## src/rtl/reg_pipe_pkg.sv

```systemverilog
// ---------------------------------------------------------------------------
// reg_pipe_pkg
// Shared definitions for the reg_pipe register pipeline.
//   REG_PIPE_DEF_WIDTH : default data width in bits
//   REG_PIPE_DEF_DEPTH : default number of register stages
//   occ_width()        : bit width needed to hold a count of 0..depth
// ---------------------------------------------------------------------------
package reg_pipe_pkg;

  localparam int REG_PIPE_DEF_WIDTH = 8;
  localparam int REG_PIPE_DEF_DEPTH = 4;

  // The occupancy counter must represent every value from 0 to depth
  // inclusive, so it needs room for depth+1 distinct values.
  function automatic int occ_width(input int depth);
    return $clog2(depth + 1);
  endfunction

endpackage

```

## src/rtl/reg_pipe_stage.sv

```systemverilog
// ---------------------------------------------------------------------------
// reg_pipe_stage
// One stage of the reg_pipe: a WIDTH-bit data register plus a valid flop.
// Optional synchronous flush is compiled in when REG_PIPE_SCLR_EN is defined.
//
// Ports
//   clk     : clock, rising-edge active
//   rst_n   : asynchronous active-low reset (data=RESET_VAL, valid=0)
//   en      : advance enable; 0 holds data and valid
//   sclr    : synchronous flush (only with REG_PIPE_SCLR_EN)
//   d_in    : data from the previous stage (or the pipe input)
//   v_in    : valid flag from the previous stage (or the pipe input)
//   d_out   : registered data
//   v_out   : registered valid flag
// ---------------------------------------------------------------------------
module reg_pipe_stage
  import reg_pipe_pkg::*;
#(
  parameter int                 WIDTH     = REG_PIPE_DEF_WIDTH,
  parameter logic [WIDTH-1:0]   RESET_VAL = '0
) (
  input  logic             clk,
  input  logic             rst_n,
  input  logic             en,
`ifdef REG_PIPE_SCLR_EN
  input  logic             sclr,
`endif
  input  logic [WIDTH-1:0] d_in,
  input  logic             v_in,
  output logic [WIDTH-1:0] d_out,
  output logic             v_out
);

  // The valid flag always follows its source when advancing, but the data
  // register only captures when the source is valid. A bubble therefore
  // leaves the previous word in place instead of loading garbage.
  always_ff @(posedge clk or negedge rst_n) begin
    if (!rst_n) begin
      d_out <= RESET_VAL;
      v_out <= 1'b0;
    end
`ifdef REG_PIPE_SCLR_EN
    else if (sclr) begin
      d_out <= RESET_VAL;
      v_out <= 1'b0;
    end
`endif
    else if (en) begin
      v_out <= v_in;
      if (v_in) begin
        d_out <= d_in;
      end
    end
  end

endmodule

```

## src/rtl/reg_pipe.sv

```systemverilog
// ---------------------------------------------------------------------------
// reg_pipe
// Parametrised register pipeline carrying a WIDTH-bit word plus a valid flag
// through DEPTH stages, with a per-cycle advance enable and a live count of
// valid words in flight. Generic delay/retiming element between datapath
// blocks.
//
// Build option
//   REG_PIPE_SCLR_EN : when defined, adds the sclr port and synchronous flush.
//
// Parameters
//   WIDTH     : data width in bits (>=1)
//   DEPTH     : number of register stages (>=1)
//   RESET_VAL : value loaded into every data stage on reset/flush
//
// Ports
//   clk     : clock, rising-edge active
//   rst_n   : asynchronous active-low reset
//   en      : advance enable; 0 = whole pipe (and occ) holds
//   sclr    : synchronous flush (only with REG_PIPE_SCLR_EN)
//   d       : input data word
//   d_valid : d carries a valid word
//   q       : data of the last stage
//   q_valid : valid flag of the last stage
//   occ     : number of stages currently holding a valid word
// ---------------------------------------------------------------------------
module reg_pipe
  import reg_pipe_pkg::*;
#(
  parameter int                 WIDTH     = REG_PIPE_DEF_WIDTH,
  parameter int                 DEPTH     = REG_PIPE_DEF_DEPTH,
  parameter logic [WIDTH-1:0]   RESET_VAL = '0
) (
  input  logic                         clk,
  input  logic                         rst_n,
  input  logic                         en,
`ifdef REG_PIPE_SCLR_EN
  input  logic                         sclr,
`endif
  input  logic [WIDTH-1:0]             d,
  input  logic                         d_valid,
  output logic [WIDTH-1:0]             q,
  output logic                         q_valid,
  output logic [occ_width(DEPTH)-1:0]  occ
);

  localparam int               OCC_W   = occ_width(DEPTH);
  localparam logic [OCC_W-1:0] OCC_ONE = OCC_W'(1);

  // Index 0 is the pipe input; index i+1 is the output of stage i.
  logic [WIDTH-1:0] data_s [DEPTH+1];
  logic [DEPTH:0]   valid_s;

  assign data_s[0]  = d;
  assign valid_s[0] = d_valid;

  for (genvar i = 0; i < DEPTH; i++) begin : gen_stage
    reg_pipe_stage #(
      .WIDTH     (WIDTH),
      .RESET_VAL (RESET_VAL)
    ) u_stage (
      .clk   (clk),
      .rst_n (rst_n),
      .en    (en),
`ifdef REG_PIPE_SCLR_EN
      .sclr  (sclr),
`endif
      .d_in  (data_s[i]),
      .v_in  (valid_s[i]),
      .d_out (data_s[i+1]),
      .v_out (valid_s[i+1])
    );
  end

  // The last stage drives the outputs directly.
  assign q       = data_s[DEPTH];
  assign q_valid = valid_s[DEPTH];

  // Occupancy is tracked incrementally: a word entering adds one, a word
  // leaving (the registered q_valid shifting out) subtracts one. Entry and
  // exit on the same edge cancel. When the pipe is full, q_valid is
  // necessarily 1, so the count can never exceed DEPTH.
  always_ff @(posedge clk or negedge rst_n) begin
    if (!rst_n) begin
      occ <= '0;
    end
`ifdef REG_PIPE_SCLR_EN
    else if (sclr) begin
      occ <= '0;
    end
`endif
    else if (en) begin
      case ({d_valid, q_valid})
        2'b10:   occ <= occ + OCC_ONE;
        2'b01:   occ <= occ - OCC_ONE;
        default: occ <= occ;
      endcase
    end
  end

endmodule

```

## config.mk

```make
export PLATFORM = sky130hd
export DESIGN_NAME = reg_pipe
export DESIGN_NICKNAME = d
export VERILOG_FILES = /design/src/rtl/reg_pipe_pkg.sv /design/src/rtl/reg_pipe_stage.sv /design/src/rtl/reg_pipe.sv
export SDC_FILE = /design/constraint.sdc
export NUM_CORES = 1
export LEC_CHECK = 0
export BUFFER_PORTS_ARGS = -buffer_cell sky130_fd_sc_hd__buf_2
export CAP_MARGIN = 5
export CORE_MARGIN = 2
export CORE_UTILIZATION = 41
export DETAILED_ROUTE_END_ITERATION = 8
export PLACE_DENSITY = 0.69
export SLEW_MARGIN = 20
export SYNTH_ARGS = -nofsm -noshare
export SYNTH_HDL_FRONTEND = slang
export SYNTH_SLANG_ARGS = --single-unit
```

## constraint.sdc

```tcl
create_clock -name clk -period 1.8 [get_ports clk]
set_input_delay 0.18 -clock clk [delete_from_list [all_inputs] [get_ports clk]]
set_output_delay 0.18 -clock clk [all_outputs]
set_load 0.02 [all_outputs]
```

==> qor.yml <==
run_status:
  status: "finished, violations left"
  violations: "hold timing"
critical_path:
  crit_required_ns: 1.97
  critPathBufInv: 0
  slowest_stage: "fa_1"
  cp-endpoint: "occ[1]$_DFFE_PN0P_"
  regToRegEndpoint: "occ[1]$_DFFE_PN0P_"
  path_max_fanout: 3
  rrSetupSlack_ns: 0.36
  path_delay_family: "adder cells"
  crit_arrival_ns: 1.60
  cpPeakStageDelay_ns: 0.44
  path_depth: 3
  criticalPathCategory: "reg2reg"
  rr_startpoint: "gen_stage[3].u_stage.v_out$_DFFE_PN0P_"
  endpoint_kind: "register"
  crit_start: "gen_stage[3].u_stage.v_out$_DFFE_PN0P_"
  startpoint_type: "register"
  worstPathCellList: "ha_1, fa_1, mux2_2"
  r2r_cells: 3
route:
  drt_wl_total_microns: 2143
  drc: 0
  num_vias: 790
  drt-vias-per-instance: 4.620
  ant_nets: 0
  drt_iter0_markers: 5
  post_drt_wl_per_cell_microns: 12.53
  firstDrtPassIters: 3
clock_network:
  root_buffer: "clkbuf_8"
  insertion_delay_ns: 0.28
  cts_tree: "yes"
  clk_path_buf_depth: 2
  holdBufCountCts: 0
  cts_buffers: 5
  post_cts_resized: 0
  cts.sink_count: 39
  postCtsSetupBuffers: 0
  cts_max_level: 2
  clk_pin_slew_ns: 0.07
synthesis:
  synth_edf_count: 0
  synthesis.nets: 115
  avgSynthCellArea_sq_um: 15.40
  yosysWarningCount: 0
  synth_cells: 101
  ys_ff_latch: 39
  yosysTopAreaCell: "dfrtp_1"
  synthTopCellsByArea: "dfrtp_1 63%, mux2_2 24%, buf_4 4.3%"
  ys_types: 12
  synth.most_common_cell: "dfrtp_1"
  synthFlopType: "dfrtp_1"
  ys_seq_area_share_pct: 62.75
  async_reset_ff_share_pct: 100.0
  synth_commonest_cells: "39 x dfrtp_1, 33 x mux2_2, 9 x buf_4"
  synth_area_sq_um: 1555
  netlist.area_leader.share_pct: 62.75
timing:
  final-hold-violation-count: 1
  tns_ns: 0
  finalSetupViolations: 0
  finalMaxSlewViolations: 0
  tightest_slew_ns: 0.8318
  fin_skew_ns: 0.007457
  fin_crit_sh_pct: 79.75
  relSlewSlack_pct: 44.55
  fmax_mhz: 696.6
  rsz0062_at_grt: "false"
  fin_crit_ns: 1.436
  holdWs_ns: -0.0004911
finish:
  n_antenna_cell: 0
  syn2layout_area_growth_pct: 13.35
  final_net_count: 136
  drive_above_1_share_pct: 55.28
  post-route-cell-area_sq_um: 1763
  post-route-util_pct: 48.15
run:
  maxCapViolCount: 0
die:
  chipHeight_microns: 65.59
  rows: 22
  core_sq_um: 3661
  die-area_sq_um: 4302
  initial_utilization_pct: 42.48
  ios: 24
  die_x_microns: 65.59
place:
  port-buffer-count: 23
  gp_congestion: 0.6262
  place_area_sq_um: 1663
  hpwl_microns: 1636
grt:
  grt.overflow.total: 0
  grt_usage_pct: 12.32
  antenna_found_initial: 0
  grt_max_degree: 40
  first_global_vias: 866
  grt_pass1_wl_microns: 3981
power:
  leakage_nw: 0.8265
  power_per_cell_area_nw_per_um2: 1509
  ir_drop_mv: 0.5287
hold_path:
  hold_class: "in2async"
==> worst reg2reg max path: stages, from the launching register on <==
cell     delay, ns
dfrtp_1       0.39
ha_1          0.22
fa_1          0.44
mux2_2        0.28
==> how the worst min path moves through the flow <==
stage / start / endpoint / slack (ns)
finish: rst_n / gen_stage[3].u_stage.v_out$_DFFE_PN0P_ / -0.0005
global route: rst_n / gen_stage[0].u_stage.d_out[4]$_DFFE_PN0P_ / 0.07
CTS: rst_n / gen_stage[0].u_stage.d_out[7]$_DFFE_PN0P_ / 0.02
detailed placement: rst_n / gen_stage[0].u_stage.v_out$_DFFE_PN0P_ / 0.32
global placement: rst_n / gen_stage[0].u_stage.d_out[4]$_DFFE_PN0P_ / 0.31
floorplan: rst_n / gen_stage[0].u_stage.d_out[0]$_DFFE_PN0P_ / -0.12
==> stage by stage <==
step | power [mW] | instances | hold slack, ns | worst slack (ns)
2_1_floorplan | 1.950 | 101 | -0.1156 | 0.2974
3_3_place_gp | 2.025 | 163 | 0.3057 | 0.3960
3_5_place_dp | 2.083 | 163 | 0.3193 | 0.3708
4_1_cts | 2.697 | 171 | 0.02006 | 0.3628
5_1_grt | 2.841 | 171 | 0.06800 | 0.2559
6_report | 2.661 | 171 | -0.0004911 | 0.3644
==> logic make-up after synthesis <==
family / synth area share, %
buf+inv: 5.551
mux: 23.89
flops: 62.75
compound gates: 1.287
simple gates: 2.735
xor+xnor: 1.690
fa+ha+maj: 2.092
==> cell type report <==
| cell class | count | area (sq um) |
|---|---|---|
| clock buffers | 8 | 100.1 |
| fillers | 339 | 1898 |
| inverters | 5 | 18.77 |
| multi-input cells | 48 | 493.0 |
| flip-flops and latches | 39 | 975.9 |
| well taps | 48 | 60.06 |
| repair buffers | 23 | 115.1 |
==> state kept, by name, indices dropped and copies added (netlist names) <==
signal / count
gen_stage.u_stage.d_out: 32
gen_stage.u_stage.v_out: 4
occ: 3
==> layout by cell type (no fill, tap or decap), drive strengths merged <==
cell    instances
xnor2           1
xor2            2
clkbuf          8
ha              1
nand2           5
inv             5
fa              1
buf            23
mux2           33
nor2b           1
o21ai           4
dfrtp          39
==> power by group <==
part | switching, mW | leakage, nW | internal, mW
clock | 0.268 | 0.0515 | 0.349
sequential | 0.169 | 0.466 | 1.18
combinational | 0.344 | 0.309 | 0.352
total | 0.781 | 0.826 | 1.88
==> layer usage <==
layer	vias up	track usage (%)	wire (microns)	part of all wire (%)
met5	-	0	0	0
met4	0	5.469	27	1.3
met3	4	3.938	108	5.0
met2	16	19.77	1057	49
met1	392	15.26	949	44
li1	378	-	-	-
Note: power is estimated with default switching activity, not from simulation.
